### src/rtl/gmii_pkg.sv
// Shared GMII constants and the receive/transmit FSM state encoding.
package gmii_pkg;

    localparam logic [7:0]  PREAMBLE_BYTE = 8'h55;
    localparam logic [7:0]  SFD_BYTE      = 8'hD5;
    localparam int          HDR_LEN       = 14;
    localparam logic [47:0] BCAST_MAC     = 48'hFF_FF_FF_FF_FF_FF;

    typedef enum logic [2:0] {
        ST_IDLE,
        ST_PRE,
        ST_HDR,
        ST_LEN,
        ST_PIX,
        ST_DROP
    } gmii_state_t;

endpackage

### src/rtl/gmii_rx_hdr_filter.sv
// Ethernet header filter: walks the 14 header bytes and checks the
// destination MAC (own address or broadcast) and the EtherType.
module gmii_rx_hdr_filter
    import gmii_pkg::*;
#(
    parameter logic [47:0] MAC_ADDR = 48'h00_37_FF_00_00_01,
    parameter logic [15:0] ETH_TYPE = 16'h88B5
) (
    input  logic       clk,
    input  logic       rst,
    input  logic       clr,
    input  logic       en,
    input  logic [7:0] rx_byte,
    output logic       hdr_done,
    output logic       hdr_ok
);

    logic [3:0] idx;
    logic       mac_mis, bc_mis, type_mis;
    logic       mac_mis_nx, bc_mis_nx, type_mis_nx;

    // Byte i (0 = first on the wire) of a big-endian 48-bit address.
    function automatic logic [7:0] addr_byte(input logic [47:0] a, input logic [3:0] i);
        logic [47:0] s;
        s = a << (8 * i);
        return s[47:40];
    endfunction

    // Fold the current byte into the mismatch flags; own and broadcast
    // addresses are tracked separately so either one may match.
    always_comb begin
        mac_mis_nx  = mac_mis;
        bc_mis_nx   = bc_mis;
        type_mis_nx = type_mis;
        if (idx < 4'd6) begin
            mac_mis_nx = mac_mis | (rx_byte != addr_byte(MAC_ADDR, idx));
            bc_mis_nx  = bc_mis  | (rx_byte != addr_byte(BCAST_MAC, idx));
        end else if (idx == 4'd12) begin
            type_mis_nx = type_mis | (rx_byte != ETH_TYPE[15:8]);
        end else if (idx == 4'd13) begin
            type_mis_nx = type_mis | (rx_byte != ETH_TYPE[7:0]);
        end
    end

    assign hdr_done = en && (idx == 4'(HDR_LEN - 1));
    assign hdr_ok   = (!mac_mis_nx || !bc_mis_nx) && !type_mis_nx;

    // Byte index and latched mismatch flags; cleared whenever outside the header.
    always_ff @(posedge clk) begin
        if (rst || clr) begin
            idx      <= '0;
            mac_mis  <= 1'b0;
            bc_mis   <= 1'b0;
            type_mis <= 1'b0;
        end else if (en) begin
            idx      <= idx + 4'd1;
            mac_mis  <= mac_mis_nx;
            bc_mis   <= bc_mis_nx;
            type_mis <= type_mis_nx;
        end
    end

endmodule

### src/rtl/gmii_rx.sv
// GMII receiver: strips preamble/SFD, filters the header, reads a pixel
// count and packs 3-byte payload groups into 24-bit pixels for a FIFO.
module gmii_rx
    import gmii_pkg::*;
#(
    parameter logic [47:0] MAC_ADDR = 48'h00_37_FF_00_00_01,
    parameter logic [15:0] ETH_TYPE = 16'h88B5,
    parameter int          PRE_MIN  = 4,
    parameter int          MAX_PIX  = 1280
) (
    input  logic        rx_clk,
    input  logic        sys_rst,
    input  logic        rx_dv,
    input  logic        rx_er,
    input  logic [7:0]  rxd,
    input  logic        full,
    output logic [23:0] din,
    output logic        wr_en,
    output logic        frame_done,
    output logic        frame_err,
    output logic [15:0] ovf_cnt
);

    localparam logic [2:0]  PRE_MIN_W = 3'(PRE_MIN);
    localparam logic [15:0] MAX_PIX_W = 16'(MAX_PIX);

    gmii_state_t state, state_nx;
    logic        wr_en_nx, done_nx, err_nx;
    logic [2:0]  pre_cnt;
    logic        len_ph;
    logic [7:0]  len_hi;
    logic [15:0] pix_n, pix_cnt;
    logic [1:0]  phase;
    logic [7:0]  r_byte, g_byte;
    logic        hdr_done, hdr_ok;

    logic        abort;
    logic [15:0] len_val;
    logic        len_bad;
    logic        last_pix;

    assign abort    = rx_er || !rx_dv;
    assign len_val  = {len_hi, rxd};
    assign len_bad  = (len_val == 16'd0) || (len_val > MAX_PIX_W);
    assign last_pix = (pix_cnt + 16'd1) == pix_n;

    gmii_rx_hdr_filter #(
        .MAC_ADDR (MAC_ADDR),
        .ETH_TYPE (ETH_TYPE)
    ) u_hdr_filter (
        .clk      (rx_clk),
        .rst      (sys_rst),
        .clr      (state != ST_HDR),
        .en       ((state == ST_HDR) && !abort),
        .rx_byte  (rxd),
        .hdr_done (hdr_done),
        .hdr_ok   (hdr_ok)
    );

    // Next-state and next-cycle strobes for the frame FSM.
    always_comb begin
        state_nx = state;
        wr_en_nx = 1'b0;
        done_nx  = 1'b0;
        err_nx   = 1'b0;
        unique case (state)
            ST_IDLE: begin
                if (rx_dv)
                    state_nx = (rxd == PREAMBLE_BYTE) ? ST_PRE : ST_DROP;
            end
            ST_PRE: begin
                if (!rx_dv)
                    state_nx = ST_IDLE;
                else if (rxd == PREAMBLE_BYTE)
                    state_nx = ST_PRE;
                else if ((rxd == SFD_BYTE) && (pre_cnt >= PRE_MIN_W))
                    state_nx = ST_HDR;
                else
                    state_nx = ST_DROP;
            end
            ST_HDR: begin
                if (abort)
                    state_nx = rx_dv ? ST_DROP : ST_IDLE;
                else if (hdr_done)
                    state_nx = hdr_ok ? ST_LEN : ST_DROP;
            end
            ST_LEN: begin
                if (abort) begin
                    err_nx   = 1'b1;
                    state_nx = rx_dv ? ST_DROP : ST_IDLE;
                end else if (len_ph) begin
                    err_nx   = len_bad;
                    state_nx = len_bad ? ST_DROP : ST_PIX;
                end
            end
            ST_PIX: begin
                if (abort) begin
                    err_nx   = 1'b1;
                    state_nx = rx_dv ? ST_DROP : ST_IDLE;
                end else if (phase == 2'd2) begin
                    wr_en_nx = !full;
                    if (last_pix) begin
                        done_nx  = 1'b1;
                        state_nx = ST_DROP;
                    end
                end
            end
            ST_DROP: begin
                if (!rx_dv)
                    state_nx = ST_IDLE;
            end
            default: state_nx = ST_IDLE;
        endcase
    end

    // State register and registered output strobes.
    always_ff @(posedge rx_clk) begin
        if (sys_rst) begin
            state      <= ST_IDLE;
            wr_en      <= 1'b0;
            frame_done <= 1'b0;
            frame_err  <= 1'b0;
        end else begin
            state      <= state_nx;
            wr_en      <= wr_en_nx;
            frame_done <= done_nx;
            frame_err  <= err_nx;
        end
    end

    // Preamble counter, length capture, pixel packing and overflow count.
    always_ff @(posedge rx_clk) begin
        if (sys_rst) begin
            pre_cnt <= '0;
            len_ph  <= 1'b0;
            len_hi  <= '0;
            pix_n   <= '0;
            pix_cnt <= '0;
            phase   <= '0;
            r_byte  <= '0;
            g_byte  <= '0;
            din     <= '0;
            ovf_cnt <= '0;
        end else begin
            case (state)
                ST_IDLE: pre_cnt <= 3'd1;
                ST_PRE: begin
                    if (rxd == PREAMBLE_BYTE && pre_cnt != 3'd7)
                        pre_cnt <= pre_cnt + 3'd1;
                end
                ST_HDR: len_ph <= 1'b0;
                ST_LEN: begin
                    if (!abort) begin
                        if (!len_ph) begin
                            len_hi <= rxd;
                            len_ph <= 1'b1;
                        end else begin
                            pix_n   <= len_val;
                            pix_cnt <= '0;
                            phase   <= '0;
                        end
                    end
                end
                ST_PIX: begin
                    if (!abort) begin
                        case (phase)
                            2'd0: begin
                                r_byte <= rxd;
                                phase  <= 2'd1;
                            end
                            2'd1: begin
                                g_byte <= rxd;
                                phase  <= 2'd2;
                            end
                            default: begin
                                phase   <= 2'd0;
                                pix_cnt <= pix_cnt + 16'd1;
                                if (!full)
                                    din <= {r_byte, g_byte, rxd};
                                else if (ovf_cnt != 16'hFFFF)
                                    ovf_cnt <= ovf_cnt + 16'd1;
                            end
                        endcase
                    end
                end
                default: ;
            endcase
        end
    end

endmodule

### config.mk
export PLATFORM = sky130hd
export DESIGN_NAME = gmii_rx
export DESIGN_NICKNAME = d
export VERILOG_FILES = /design/src/rtl/gmii_pkg.sv /design/src/rtl/gmii_rx_hdr_filter.sv /design/src/rtl/gmii_rx.sv
export SDC_FILE = /design/constraint.sdc
export NUM_CORES = 1
export LEC_CHECK = 0
export CORE_UTILIZATION = 45
export CTS_CLUSTER_DIAMETER = 120
export DETAILED_ROUTE_END_ITERATION = 16
export GPL_TIMING_DRIVEN = 0
export PLACE_DENSITY = 0.63
export SLEW_MARGIN = 5
export SYNTH_ARGS = -nofsm -noshare
export SYNTH_HDL_FRONTEND = slang
export SYNTH_SLANG_ARGS = --single-unit
### constraint.sdc
create_clock -name rx_clk -period 6.9 [get_ports rx_clk]
set_input_delay 1.725 -clock rx_clk [delete_from_list [all_inputs] [get_ports rx_clk]]
set_output_delay 1.725 -clock rx_clk [all_outputs]
set_load 0.02 [all_outputs]
==> results.json <==
{
  "grt_antenna_before_repair": 0,
  "end_kind": "flop",
  "synth-seq-area-share_pct": 42.3,
  "hold_start": "u_hdr_filter.type_mis",
  "synth_ff_type": "dfxtp_1",
  "grt_pass1_wl_mm": 23.9,
  "die_width_um": 112,
  "cp_data_required_time_ps": 7180,
  "critPathLaunch": "rx_dv",
  "start_util_pct": 46.9,
  "min_path_cells": 2,
  "vias": 4969,
  "slew_headroom_pct": 45.9,
  "crit_buf_inv": 2,
  "cp_cell_sequence": "clkdlybuf4s50_1 > and2b_1 > and3_1 > buf_2 > o311a_2 > nand3_1 > nor3_1 > xnor2_1 > nor2_1",
  "worst-path-stages": 9,
  "cts-root-buf": "clkbuf_16",
  "h-tree-depth": 4,
  "final_nets": 763,
  "fin_crit_sh_pct": 56.5,
  "synth_cell_type_count": 59,
  "reg2regPathDepth": 8,
  "areaGrowthSynthToFinish_pct": 24.4,
  "gr-total-overflow": 0,
  "syn_nets": 694,
  "viasPerCell": 5.53,
  "ant_nets": 0,
  "cts_resized": 0,
  "fin_util_pct": 58.3,
  "clk_latency_ps": 410,
  "cp_max_fo": 9,
  "die_y_um": 112,
  "tns_ps": 0,
  "r2r-start": "pix_cnt[0]",
  "place_congestion": 0.846,
  "crit_type": "in2reg",
  "grt_pass1_vias": 4716,
  "clockBufferDepth": 2,
  "route.detailed.drc": 0,
  "cts_hold_buf": 0,
  "syn_inst": 673,
  "final-setup-viol-count": 0,
  "status": "complete, no violations",
  "rows": 39,
  "ys_warn_count": 0,
  "drt_pass1_iterations": 5,
  "post-cts-setup-buffers": 0,
  "vdd_drop_max_v": 0.000151,
  "synth_area_mm2": 0.00544,
  "p_leak_uw": 0.00242,
  "hold_class": "reg2reg",
  "antenna_cells": 0,
  "cts_made_buffers": 17,
  "use_met3_pct": 6.04,
  "wl_per_cell_um": 16.3,
  "grtUsageMet1_pct": 32.6,
  "synthArstFlopShare_pct": 0,
  "met2_usage_pct": 38.4,
  "cts_tree": "built",
  "grt_max_degree": 17,
  "cts_sinks": 115,
  "clkSlewWorstSetupHoldPaths_ps": 50,
  "avgSynthCellArea_um2": 8.09,
  "min_to": "u_hdr_filter.type_mis",
  "final.min_clock_period_ps": 3900,
  "drv_slew": 0,
  "skew_ps": 5.71,
  "fmax_mhz": 256,
  "synth_edf_count": 0,
  "busiest_layer": "met2",
  "core_area_mm2": 0.0116,
  "r2r_slack_ps": 4330,
  "grt_usage_pct": 24.5,
  "finalHoldViolations": 0,
  "place_hpwl_mm": 10.4,
  "start_kind": "input pin",
  "drtIter0Drc": 414,
  "drv_cap": 0,
  "ios": 56,
  "critPathMaxStageDelay_ps": 590,
  "die_area_mm2": 0.0125,
  "path_delay_family": "simple AND/OR/NAND/NOR gates",
  "wl_mm": 14.6,
  "synth_seq_cells": 115,
  "post_route_cells_drive_above_1_share_pct": 7.15,
  "worstReg2RegEnd": "frame_done",
  "grt_setup_unrepaired": "no",
  "arrival_ps": 4180,
  "port_buffers": 50,
  "power.density_mw_per_mm2": 249,
  "slowest_stage": "clkdlybuf4s50_1",
  "worst_slew_pin_slew_ps": 804
}
-- registers in the layout, summed over array words and instances (netlist names) --
signal,cells
din,24
frame_done,1
frame_err,1
g_byte,8
len_hi,8
len_ph,1
ovf_cnt,16
phase,2
pix_cnt,16
pix_n,16
pre_cnt,3
r_byte,8
state,3
u_hdr_filter.bc_mis,1
u_hdr_filter.idx,4
u_hdr_filter.mac_mis,1
u_hdr_filter.type_mis,1
wr_en,1
-- final cells by class --
class	instances	area [µm²]
well taps	143	179
fillers	1045	4840
inverters	12	45.0
multi-input cells	506	2930
clock inverters	8	146
clock buffers	24	502
flip-flops and latches	115	2300
repair buffers	50	500
plain buffers	40	170
-- worst max-delay path by stage --
stage,to,slack [ps]
2_1_floorplan,state[0],3590
4_1_cts,ovf_cnt[12],3040
5_1_grt,state[1],2740
6_report,ovf_cnt[12],3000
3_3_place_gp,state[0],2640
3_5_place_dp,ovf_cnt[12],2610
-- synthesized netlist by cell type (all sizes together), types with 3 or more instances --
cell | instances | area share, %
a211oi | 6 | 0.83
a21oi | 73 | 6.7
a31oi | 9 | 1.0
and2 | 6 | 0.76
and2b | 3 | 0.46
and3 | 7 | 0.83
and4 | 4 | 0.74
buf | 6 | 0.78
clkbuf | 34 | 2.3
dfxtp | 115 | 42
ha | 8 | 1.8
inv | 12 | 0.83
mux2i | 28 | 5.1
nand2 | 112 | 7.8
nand2b | 6 | 0.69
nand3 | 19 | 2.1
nand3b | 4 | 0.55
nand4 | 10 | 1.4
nor2 | 84 | 5.9
nor3 | 16 | 1.5
nor3b | 6 | 0.92
nor4 | 7 | 0.92
o211ai | 3 | 0.41
o21ai | 21 | 1.9
o31ai | 4 | 0.55
or3 | 10 | 1.2
or4 | 4 | 0.62
xnor2 | 27 | 4.5
xor2 | 8 | 1.3
-- power by group --
| part | leakage, µW | switching [µW] | total [µW] | internal, µW |
|---|---|---|---|---|
| Combinational | 0.00117 | 41.8 | 59.1 | 17.3 |
| Sequential | 0.000927 | 2.37 | 670 | 668 |
| Clock | 0.000316 | 303 | 955 | 652 |
| Total | 0.00242 | 347 | 1680 | 1340 |
-- logic make-up after synthesis --
| logic type | count (synthesis) | share of synthesized area (%) |
|---|---|---|
| DFF | 115 | 42.3 |
| and+or+nand+nor | 302 | 26.9 |
| xor gates and xnor gates | 35 | 5.77 |
| muxes | 28 | 5.15 |
| AOI/OAI and AO/OA | 133 | 14.1 |
| buffers and inverters | 52 | 3.95 |
| adders and majority gates | 8 | 1.84 |
-- metal layers --
metal | part of all wire, % | wire length (µm) | vias to the layer above
li1 | - | - | 2470
met1 | 47 | 6810 | 2323
met2 | 45 | 6610 | 151
met3 | 6.1 | 890 | 25
met4 | 2.1 | 310 | 0
met5 | 0 | 0 | -
-- layout by cell type, fill, tap and decap left out, types with 3 or more instances in the layout --
cell type        instances
inv_1                   12
nor3_1                  16
a21oi_1                 73
ha_1                     8
and2_1                   4
nand3_1                 17
nand2b_1                 6
bufinv_16                4
nand2_1                111
or4_1                    3
nand4_1                  9
dfxtp_1                115
clkbuf_1                36
nor4_1                   6
xor2_1                   8
o31ai_1                  4
mux2i_1                 28
clkdlybuf4s50_1         50
nor3b_1                  5
or3_1                    9
and3_1                   6
clkbuf_8                 5
nand3b_1                 4
clkbuf_16               17
a31oi_1                  9
nor2_1                  82
buf_2                    4
o211ai_1                 3
o21ai_0                 21
a211oi_1                 6
xnor2_1                 26
-- worst reg2reg max path, stage by stage, from the launching register on --
cell,delay [ps]
dfxtp_1,440
ha_1,300
nand3_1,230
and2b_4,350
nand3_2,100
nor3_1,220
a31oi_1,70
or4_4,570
nor4_2,210
-- per-stage QoR --
stage	setup WS, ps	total power [µW]	std cells	hold slack (ps)	area, µm²
3_5_place_dp	2610	742	866	446	6120
6_report	3000	1680	898	451	6770
2_1_floorplan	3590	718	673	426	5440
5_1_grt	2740	1730	898	474	6770
3_3_place_gp	2640	741	866	436	6120
4_1_cts	3040	1690	898	451	6770
Note: power is estimated with default switching activity, not from simulation.
